`config.mk`:
```
export PLATFORM = sky130hd
export DESIGN_NAME = cpu_phase_gen_flat
export DESIGN_NICKNAME = d
export VERILOG_FILES = /design/src/rtl/cpu_phase_pkg.sv /design/src/rtl/cpu_phase_gen_if.sv /design/src/rtl/strobe_edge_sync.sv /design/src/rtl/cpu_phase_gen.sv /design/src/flat_wrapper.sv
export SDC_FILE = /design/constraint.sdc
export NUM_CORES = 1
export LEC_CHECK = 0
export BUFFER_PORTS_ARGS = -buffer_cell sky130_fd_sc_hd__buf_2
export CAP_MARGIN = 0
export CELL_PAD_IN_SITES_DETAIL_PLACEMENT = 0
export CELL_PAD_IN_SITES_GLOBAL_PLACEMENT = 1
export CORE_MARGIN = 1.5
export CORE_UTILIZATION = 40
export CTS_CLUSTER_SIZE = 14
export DETAILED_ROUTE_END_ITERATION = 7
export PLACE_DENSITY_LB_ADDON = 0.1
export SLEW_MARGIN = 0
export SYNTH_ARGS = -nofsm -noshare
export SYNTH_HDL_FRONTEND = slang
export SYNTH_SLANG_ARGS = --single-unit
```
`constraint.sdc`:
```
create_clock -name clk -period 4.22 [get_ports clk]
set_input_delay 0.211 -clock clk [delete_from_list [all_inputs] [get_ports clk]]
set_output_delay 0.211 -clock clk [all_outputs]
set_load 0.05 [all_outputs]
```
`src/rtl/cpu_phase_pkg.sv`:
```
// Shared constants and the wrap-aware window compare for cpu_phase_gen.
package cpu_phase_pkg;

  localparam int unsigned PERIOD_DEF    = 24;
  localparam int unsigned LOCK_STAB_MAX = 3;

  // A start greater than end describes a window that wraps through phase 0.
  function automatic logic in_window(input int unsigned ph,
                                     input int unsigned win_start,
                                     input int unsigned win_end);
    if (win_start <= win_end) begin
      return (ph >= win_start) && (ph <= win_end);
    end
    return (ph >= win_start) || (ph <= win_end);
  endfunction

endpackage

```
`src/rtl/cpu_phase_gen_if.sv`:
```
// CPU strobe pins, window programming and phase/lock status of cpu_phase_gen.
interface cpu_phase_gen_if
  import cpu_phase_pkg::*;
#(
  parameter int unsigned NCH = 2,
  parameter int unsigned PW  = $clog2(PERIOD_DEF),
  parameter int unsigned MW  = 8
);

  logic              cpu_oe_n;
  logic              cpu_we_n;
  logic [NCH-1:0]    ch_en;
  logic [NCH*PW-1:0] win_start;
  logic [NCH*PW-1:0] win_end;
  logic [NCH-1:0]    cpu_ce;
  logic [PW-1:0]     phase;
  logic [MW-1:0]     meas_period;
  logic              locked;
  logic [7:0]        sync_cnt;

  modport master (
    output cpu_oe_n, cpu_we_n, ch_en, win_start, win_end,
    input  cpu_ce, phase, meas_period, locked, sync_cnt
  );

  modport slave (
    input  cpu_oe_n, cpu_we_n, ch_en, win_start, win_end,
    output cpu_ce, phase, meas_period, locked, sync_cnt
  );

endinterface

```
`src/rtl/strobe_edge_sync.sv`:
```
// Synchronises an async strobe and flags assertion after two idle samples.
module strobe_edge_sync #(
  parameter int unsigned SYNC_STAGES = 2
) (
  input  logic clk,
  input  logic rst,
  input  logic strobe,
  output logic strobe_edge
);

  logic [SYNC_STAGES-1:0] sync_q;
  logic                   h1_q;
  logic                   h2_q;

  always_ff @(posedge clk) begin
    if (rst) begin
      sync_q <= '0;
      h1_q   <= 1'b0;
      h2_q   <= 1'b0;
    end else begin
      sync_q <= {sync_q[SYNC_STAGES-2:0], strobe};
      h1_q   <= sync_q[SYNC_STAGES-1];
      h2_q   <= h1_q;
    end
  end

  // Two idle history samples reject a single-cycle dropout mid-strobe.
  assign strobe_edge = sync_q[SYNC_STAGES-1] & ~h1_q & ~h2_q;

endmodule

```
`src/rtl/cpu_phase_gen.sv`:
```
// Bus-cycle phase tracker with per-channel CE windows and period lock detect.
// Define CPU_PHASE_WE_SYNC_EN to also resync on CPU write strobes.
module cpu_phase_gen
  import cpu_phase_pkg::*;
#(
  parameter int unsigned NCH         = 2,
  parameter int unsigned PERIOD      = PERIOD_DEF,
  parameter int unsigned PW          = $clog2(PERIOD),
  parameter int unsigned MW          = 8,
  parameter int unsigned SYNC_STAGES = 2,
  parameter int unsigned LOCK_TOL    = 1
) (
  input logic            clk,
  input logic            rst,
  cpu_phase_gen_if.slave bus
);

  localparam logic [MW-1:0] PcntMax   = '1;
  localparam logic [PW-1:0] PhaseLast = PW'(PERIOD - 1);
  localparam logic [1:0]    StabMax   = 2'(LOCK_STAB_MAX);
  localparam int unsigned   StallCnt  = 2 * PERIOD;

  logic           oe_edge;
  logic           sync_edge;
  logic [PW-1:0]  phase_q;
  logic [NCH-1:0] pst_q;
  logic [NCH-1:0] in_win;
  logic [MW-1:0]  pcnt_q;
  logic [MW-1:0]  meas_q;
  logic [MW-1:0]  meas_new;
  logic [MW-1:0]  meas_diff;
  logic           meas_agree;
  logic [7:0]     sync_cnt_q;
  logic [1:0]     stab_q;
  logic           seen_q;

  strobe_edge_sync #(
    .SYNC_STAGES(SYNC_STAGES)
  ) u_oe_sync (
    .clk        (clk),
    .rst        (rst),
    .strobe     (~bus.cpu_oe_n),
    .strobe_edge(oe_edge)
  );

`ifdef CPU_PHASE_WE_SYNC_EN
  logic we_edge;

  strobe_edge_sync #(
    .SYNC_STAGES(SYNC_STAGES)
  ) u_we_sync (
    .clk        (clk),
    .rst        (rst),
    .strobe     (~bus.cpu_we_n),
    .strobe_edge(we_edge)
  );

  assign sync_edge = oe_edge | we_edge;
`else
  assign sync_edge = oe_edge;
`endif

  always_comb begin
    in_win = '0;
    for (int c = 0; c < NCH; c++) begin
      in_win[c] = in_window(32'(phase_q), 32'(bus.win_start[c*PW +: PW]),
                            32'(bus.win_end[c*PW +: PW]));
    end
  end

  // A saturated count stays saturated so a stalled bus never looks agreeable.
  always_comb begin
    meas_new   = (pcnt_q == PcntMax) ? PcntMax : pcnt_q + MW'(1);
    meas_diff  = (meas_new >= meas_q) ? meas_new - meas_q : meas_q - meas_new;
    meas_agree = (meas_new != PcntMax) && (meas_q != PcntMax) &&
                 (32'(meas_diff) <= LOCK_TOL);
  end

  always_ff @(posedge clk) begin
    if (rst) begin
      phase_q    <= '0;
      pst_q      <= '0;
      pcnt_q     <= '0;
      meas_q     <= '0;
      sync_cnt_q <= '0;
      stab_q     <= '0;
      seen_q     <= 1'b0;
    end else begin
      pst_q <= in_win & bus.ch_en;
      if (sync_edge) begin
        phase_q    <= '0;
        pcnt_q     <= '0;
        meas_q     <= meas_new;
        sync_cnt_q <= sync_cnt_q + 8'd1;
        seen_q     <= 1'b1;
        if (seen_q) begin
          if (!meas_agree) begin
            stab_q <= '0;
          end else if (stab_q != StabMax) begin
            stab_q <= stab_q + 2'd1;
          end
        end
      end else begin
        phase_q <= (phase_q >= PhaseLast) ? '0 : phase_q + PW'(1);
        if (pcnt_q != PcntMax) begin
          pcnt_q <= pcnt_q + MW'(1);
        end
        if (32'(pcnt_q) >= StallCnt) begin
          stab_q <= '0;
        end
      end
    end
  end

  // Strobe term is deliberately combinational so CE spans the whole access.
  assign bus.cpu_ce      = pst_q | (bus.ch_en & {NCH{~bus.cpu_oe_n | ~bus.cpu_we_n}});
  assign bus.phase       = phase_q;
  assign bus.meas_period = meas_q;
  assign bus.locked      = (stab_q == StabMax);
  assign bus.sync_cnt    = sync_cnt_q;

endmodule

```
`src/flat_wrapper.sv`:
```
// flat-port wrapper written by rule: the top's interface ports become plain ports
module cpu_phase_gen_flat import cpu_phase_pkg::*;
#(
  parameter int unsigned NCH         = 2,
  parameter int unsigned PERIOD      = PERIOD_DEF,
  parameter int unsigned PW          = $clog2(PERIOD),
  parameter int unsigned MW          = 8,
  parameter int unsigned SYNC_STAGES = 2,
  parameter int unsigned LOCK_TOL    = 1
)
  (clk, rst, bus_cpu_oe_n, bus_cpu_we_n, bus_ch_en, bus_win_start, bus_win_end, bus_cpu_ce, bus_phase, bus_meas_period, bus_locked, bus_sync_cnt);
  cpu_phase_gen_if #(.NCH(NCH), .PW(PW), .MW(MW)) bus_i ();
  input logic clk;
  input logic rst;
  input wire logic [$bits(bus_i.cpu_oe_n)-1:0] bus_cpu_oe_n;
  input wire logic [$bits(bus_i.cpu_we_n)-1:0] bus_cpu_we_n;
  input wire logic [$bits(bus_i.ch_en)-1:0] bus_ch_en;
  input wire logic [$bits(bus_i.win_start)-1:0] bus_win_start;
  input wire logic [$bits(bus_i.win_end)-1:0] bus_win_end;
  output wire logic [$bits(bus_i.cpu_ce)-1:0] bus_cpu_ce;
  output wire logic [$bits(bus_i.phase)-1:0] bus_phase;
  output wire logic [$bits(bus_i.meas_period)-1:0] bus_meas_period;
  output wire logic [$bits(bus_i.locked)-1:0] bus_locked;
  output wire logic [$bits(bus_i.sync_cnt)-1:0] bus_sync_cnt;
  assign bus_i.cpu_oe_n = bus_cpu_oe_n;
  assign bus_i.cpu_we_n = bus_cpu_we_n;
  assign bus_i.ch_en = bus_ch_en;
  assign bus_i.win_start = bus_win_start;
  assign bus_i.win_end = bus_win_end;
  assign bus_cpu_ce = bus_i.cpu_ce;
  assign bus_phase = bus_i.phase;
  assign bus_meas_period = bus_i.meas_period;
  assign bus_locked = bus_i.locked;
  assign bus_sync_cnt = bus_i.sync_cnt;
  cpu_phase_gen #(.NCH(NCH), .PERIOD(PERIOD), .PW(PW), .MW(MW), .SYNC_STAGES(SYNC_STAGES), .LOCK_TOL(LOCK_TOL)) u_core (.clk(clk), .rst(rst), .bus(bus_i));
endmodule
```
==> flow_metrics.env, run 1 <==
export IMPL_drt_iter0_markers=150
export IMPL_slew_violations=0
export IMPL_setup_viol=0
export IMPL_port_buffers=49
export IMPL_hp_class="primary input to flop"
export IMPL_ys_types=51
export IMPL_gp_congestion=0.845
export IMPL_vias=2712
export IMPL_cp_start_kind="flop"
export IMPL_routedWlPerCell_um=12.9
export IMPL_p_seq_frac=0.376
export IMPL_synthTopCellsByArea="dfxtp_1, ha_1, nor2_1"
export IMPL_yosys_warnings=0
export IMPL_end_kind="flop"
export IMPL_fin_crit_ns=3.38
export IMPL_h_tree_depth=2
export IMPL_ys_seq_area_frac=0.248
export IMPL_synth_main_ff_cell="dfxtp_1"
export IMPL_synthToLayoutAreaGrowth_pct=15.7
export IMPL_slowest_delay_ns=0.42
export IMPL_grt_overflow_total=0
export IMPL_io_pins=50
export IMPL_ys_top_cells_by_count="nor2_1, ha_1, inv_1"
export IMPL_max_freq_mhz=296
export IMPL_syn_inst=388
export IMPL_antenna_found_initial=0
export IMPL_insertion_delay_ns=0.30
export IMPL_die_height_um=90.5
export IMPL_ff2ff_setup_slack_ns=0.84
export IMPL_clkTransAtPathRegs_ns=0.07
export IMPL_period_share=0.802
export IMPL_antenna_left=0
export IMPL_grt_pass1_wl_mm=11.8
export IMPL_fin_skew_ns=0.00751
export IMPL_rsz0062_at_grt="false"
export IMPL_pwr_share_comb=0.245
export IMPL_peakVddDrop_mv=0.153
export IMPL_worstSetupPathType="flop to flop"
export IMPL_drt_pass1_iter_count=6
export IMPL_cts_path_max_buffers=2
export IMPL_syn_area_um2=3060
export IMPL_cap_viol_max_count=0
export IMPL_power_share_clock=0.378
export IMPL_synth_top_area_frac=0.248
export IMPL_die_w_um=90.5
export IMPL_grt_max_degree=24
export IMPL_power_switching_uw=296
export IMPL_finalHoldViolCount=0
export IMPL_power_internal_uw=725
export IMPL_async_flop_share=0
export IMPL_final_core_utilization=0.484
export IMPL_synth_edff_count=0
export IMPL_initial_utilization=0.418
export IMPL_cts_sinks=38
export IMPL_postRouteWirelength_mm=6.92
export IMPL_power_switching_share=0.290
export IMPL_required_ns=4.44
export IMPL_cts_root_buffer="clkbuf_8"
export IMPL_ys_ff_latch=38
export IMPL_p_per_area_nw_per_um2=288
export IMPL_gr_usage_all_layers=0.176
export IMPL_cts_tree="built"
export IMPL_core_um2=7330
export IMPL_grt_pass1_vias=2537
export IMPL_ctsResizeCount=0
export IMPL_p_leak_uw=0.00179
export IMPL_cts_made_buffers=5
export IMPL_yosysTopAreaCell="dfxtp_1"
export IMPL_nets=515
export IMPL_avgSynthCellArea_um2=7.90
export IMPL_synth_most_common_cell="nor2_1"
export IMPL_antenna_cells=0
export IMPL_core_rowCount=31
export IMPL_cp_max_fo=6
export IMPL_tns_ns=0
export IMPL_critPathSlowestCell="dfxtp_1"
export IMPL_relSlewSlack=0.533
export IMPL_drc=0
export IMPL_arrival_ns=3.60
export IMPL_vias_per_cell=5.05
export IMPL_drive_gt1_frac=0.158
export IMPL_hpwl_mm=5.59
export IMPL_run_status="finished clean"
export IMPL_crit_chain="ha_1 > and3_1 > nand3_1 > nor2_1 > nor2_1 > ha_1 > fa_1 > nand2b_1 > a21oi_1 > o21ai_0 > a22oi_1 > a32oi_1 > o31ai_2"
export IMPL_holdBufCountCts=0
export IMPL_die_area_um2=8190
export IMPL_post_cts_buffers=0
export IMPL_worst_pin_slew_ns=0.697
export IMPL_nFillCells=713
export IMPL_syn_nets=466
-- metrics by stage --
step,hold slack [ns],total power (µW),cell area [µm²],worst slack (ns),std cells
3_3_place_gp,0.386,640,3400,1.02,529
2_1_floorplan,0.283,582,3060,1.28,388
5_1_grt,0.0626,1080,3550,0.491,537
4_1_cts,0.0737,1030,3550,0.875,537
3_5_place_dp,0.392,642,3400,0.879,529
6_report,0.0742,1020,3550,0.837,537
-- final cells by class --
class	count	area, µm²	share of cell area
inverters	43	161	0.0455
multi-input cells	298	2100	0.591
flip-flops and latches	38	761	0.215
repair buffers	51	260	0.0734
clock inverters	2	60.1	0.0169
clock buffers	6	82.6	0.0233
well taps	99	124	0.0349
-- power by group through the flow --
stage,Combinational (µW),Clock [µW],Sequential (µW)
after floorplan,173,0,409
after global placement,248,0,392
after detailed placement,249,0,393
after CTS,251,395,384
after global routing,282,408,387
final,250,386,384
-- cell usage in the layout, fill, tap and decap left out, types with 8 or more instances in the layout --
| master | count |
|---|---|
| dfxtp_1 | 38 |
| o21ai_0 | 14 |
| nor2b_1 | 8 |
| nand3_1 | 12 |
| buf_2 | 49 |
| a21oi_1 | 28 |
| nand2b_1 | 8 |
| nor2_1 | 58 |
| inv_1 | 43 |
| nand2_1 | 27 |
| ha_1 | 50 |
| xor2_1 | 12 |
-- cell families (layout without fill, tap and decap cells) --
group / Yosys count / in the layout / synth area share
compound gates: 81 / 81 / 0.167
xor+xnor: 19 / 19 / 0.0543
fa+ha+maj: 52 / 52 / 0.217
buf+inv: 52 / 102 / 0.0674
flops: 38 / 38 / 0.248
mux: 7 / 7 / 0.0233
simple gates: 139 / 139 / 0.223
-- worst max-delay path, delay by kind of cell (launching register included) --
family / cells / cell delay (ns)
and+or+nand+nor: 5 / 1.01
AOI/OAI and AO/OA: 5 / 0.96
adders and majority gates: 3 / 0.91
DFF: 1 / 0.42
-- metal layers --
layer	part of all wire	vias to the layer above	wire length [µm]	GRT usage
li1	-	1420	-	-
met1	0.53	1228	3680	0.249
met2	0.42	56	2890	0.274
met3	0.036	8	247	0.0337
met4	0.014	0	98	0.0423
met5	0	-	0	0
-- state kept, by name, indices dropped and copies added, names as in the netlist --
| register | flops |
|---|---|
| u_core.u_oe_sync.h2_q | 1 |
| u_core.bus.phase | 5 |
| u_core.pcnt_q | 8 |
| u_core.bus.sync_cnt | 8 |
| u_core.bus.meas_period | 8 |
| u_core.u_oe_sync.h1_q | 1 |
| u_core.u_oe_sync.sync_q | 2 |
| u_core.seen_q | 1 |
| u_core.stab_q | 2 |
| u_core.pst_q | 2 |
-- final timing paths --
path / cells after the start / startpoint / end
worst min-delay path: 2 / bus_cpu_oe_n / u_core.u_oe_sync.sync_q[0]
worst min register to register: 1 / u_core.u_oe_sync.sync_q[0] / u_core.u_oe_sync.sync_q[1]
worst max-delay path: 13 / u_core.pcnt_q[0] / u_core.stab_q[1]
worst max register to register: 13 / u_core.pcnt_q[0] / u_core.stab_q[1]
Note: power is estimated with default switching activity, not from simulation.
==> run 2: changes to the inputs <==
==> constraint.sdc (replaced) <==
create_clock -name clk -period 3.55 [get_ports clk]
set_input_delay 0.1775 -clock clk [delete_from_list [all_inputs] [get_ports clk]]
set_output_delay 0.1775 -clock clk [all_outputs]
set_load 0.05 [all_outputs]
==> flow_metrics.env, run 2 (synthesis gave the netlist of run 1 again) <==
export IMPL_run_status="finished clean"
export IMPL_cap_viol_max_count=0
export IMPL_instances_no_fill=538
export IMPL_gp_congestion=0.843
export IMPL_holdBufCountCts=0
export IMPL_required_ns=3.77
export IMPL_min_delay_path_depth=2
export IMPL_core_rowCount=31
export IMPL_worstSetupPathType="flop to flop"
export IMPL_finalPower_uw=1130
export IMPL_antenna_found_initial=0
export IMPL_ff2ff_setup_slack_ns=0.30
export IMPL_initial_utilization=0.418
export IMPL_postRouteWirelength_mm=7.00
export IMPL_antenna_cells=0
export IMPL_h_tree_depth=2
export IMPL_peakVddDrop_mv=0.208
export IMPL_die_area_um2=8190
export IMPL_fin_skew_ns=0.00839
export IMPL_cp_start_kind="flop"
export IMPL_cp_max_fo=6
export IMPL_reg2regPathDepth=14
export IMPL_fin_crit_ns=3.25
export IMPL_dp_slack_ns=0.233
export IMPL_p_leak_uw=0.00177
export IMPL_cts_root_buffer="clkbuf_8"
export IMPL_finalHoldViolCount=0
export IMPL_worst_pin_slew_ns=0.724
export IMPL_slew_violations=0
export IMPL_tns_ns=0
export IMPL_drc=0
export IMPL_vias=2689
export IMPL_period_share=0.917
export IMPL_grt_overflow_total=0
export IMPL_hp_class="primary input to flop"
export IMPL_antenna_left=0
export IMPL_routedWlPerCell_um=13.0
export IMPL_nets=516
export IMPL_holdPathEnd="u_core.u_oe_sync.sync_q[0]"
export IMPL_cts_path_max_buffers=2
export IMPL_end_kind="flop"
export IMPL_die_height_um=90.5
export IMPL_grt_pass1_vias=2643
export IMPL_synthToLayoutAreaGrowth_pct=15.3
export IMPL_rsz0062_at_grt="false"
export IMPL_mostFrequentLayoutCells="nor2_1, ha_1, buf_2, inv_1, dfxtp_1"
export IMPL_vias_per_cell=5.00
export IMPL_insertion_delay_ns=0.29
export IMPL_drive_gt1_frac=0.162
export IMPL_r2r_start="u_core.pcnt_q[0]"
export IMPL_core_um2=7330
export IMPL_grt_max_degree=24
export IMPL_hp_start="bus_cpu_oe_n"
export IMPL_arrival_ns=3.47
export IMPL_drt_iter0_markers=105
export IMPL_p_per_area_nw_per_um2=319
export IMPL_drt_pass1_iter_count=4
export IMPL_clkTransAtPathRegs_ns=0.08
export IMPL_grt_pass1_wl_mm=12.2
export IMPL_io_pins=50
export IMPL_layout_commonest_cell="nor2_1"
export IMPL_max_freq_mhz=307
export IMPL_r2r_end="u_core.stab_q[1]"
export IMPL_port_buffers=49
export IMPL_cts_tree="built"
export IMPL_cts_sinks=38
export IMPL_dp_cells=530
export IMPL_die_w_um=90.5
export IMPL_setup_viol=0
export IMPL_fin_ws_ns=0.296
export IMPL_cts_made_buffers=5
export IMPL_relSlewSlack=0.515
export IMPL_hpwl_mm=5.68
export IMPL_gr_usage_all_layers=0.181
==> run 2: cell types whose count changed in the layout (fill, tap and decap cells not counted), sizes merged <==
cell      delta
clkbuf       -1
clkinvlp     +2
buf          +1
bufinv       -1
==> run 2: how the worst max path moves through the flow <==
stage                     start                to  cells past startpoint
3_5_place_dp   u_core.pcnt_q[0]  u_core.stab_q[1]                     13
4_1_cts        u_core.pcnt_q[0]  u_core.stab_q[1]                     13
3_3_place_gp   u_core.pcnt_q[0]  u_core.stab_q[1]                     13
5_1_grt        u_core.pcnt_q[0]  u_core.stab_q[1]                     14
6_report       u_core.pcnt_q[0]  u_core.stab_q[1]                     14
2_1_floorplan  u_core.pcnt_q[0]  u_core.stab_q[1]                     13
==> run 2: power breakdown <==
group,switching (µW),leakage (µW),internal (µW)
sequential,17.5,0.000309,439
clock,166,0.0000504,209
combinational,174,0.00141,123
total,358,0.00177,771
==> run 2: layout make-up <==
| class | count | area (µm²) |
|---|---|---|
| Clock buffer | 5 | 68.8 |
| Clock inverter | 3 | 45.0 |
| Fill cell | 745 | 3800 |
| Inverter | 43 | 161 |
| Multi-Input combinational cell | 298 | 2100 |
| Sequential cell | 38 | 761 |
| Tap cell | 99 | 124 |
| Timing Repair Buffer | 52 | 268 |
==> run 2: routing by layer <==
layer | GRT usage | share of wire | vias to the layer above | routed length, µm
met2 | 0.281 | 0.42 | 40 | 2910
met1 | 0.257 | 0.54 | 1207 | 3770
li1 | - | - | 1432 | -
met5 | 0 | 0 | - | 0
met3 | 0.0286 | 0.030 | 10 | 207
met4 | 0.0489 | 0.017 | 0 | 119
==> run 2: timing repair <==
| item | in CTS | in global routing |
|---|---|---|
| gates resized for setup | 0 | 2 |
| endpoints found under the setup margin | 0 | 2 |
| endpoints found under the hold margin | 0 | 0 |
| buffers inserted | 0 | 0 |
==> run 2: worst max-delay path, cell delays in order, from the launching register on <==
cell and delay, ns:
dfxtp_1 0.36, ha_1 0.26, and3_1 0.23, nand3_1 0.17, nor2_4 0.07, nor2_1 0.26, inv_1 0.08, ha_1 0.21
fa_1 0.44, xor2_1 0.16, o311a_1 0.17, o21ai_0 0.12, nor4_4 0.28, a32oi_1 0.15, o31ai_2 0.21
==> run 2: through the flow <==
stage / hold WS [ns] / instance area (µm²) / utilization
3_3_place_gp: 0.353 / 3410 / 0.465
2_1_floorplan: 0.249 / 3060 / -
4_1_cts: 0.0363 / 3520 / 0.481
6_report: 0.0467 / 3530 / 0.482
3_5_place_dp: 0.358 / 3410 / 0.465
5_1_grt: 0.0444 / 3530 / 0.482
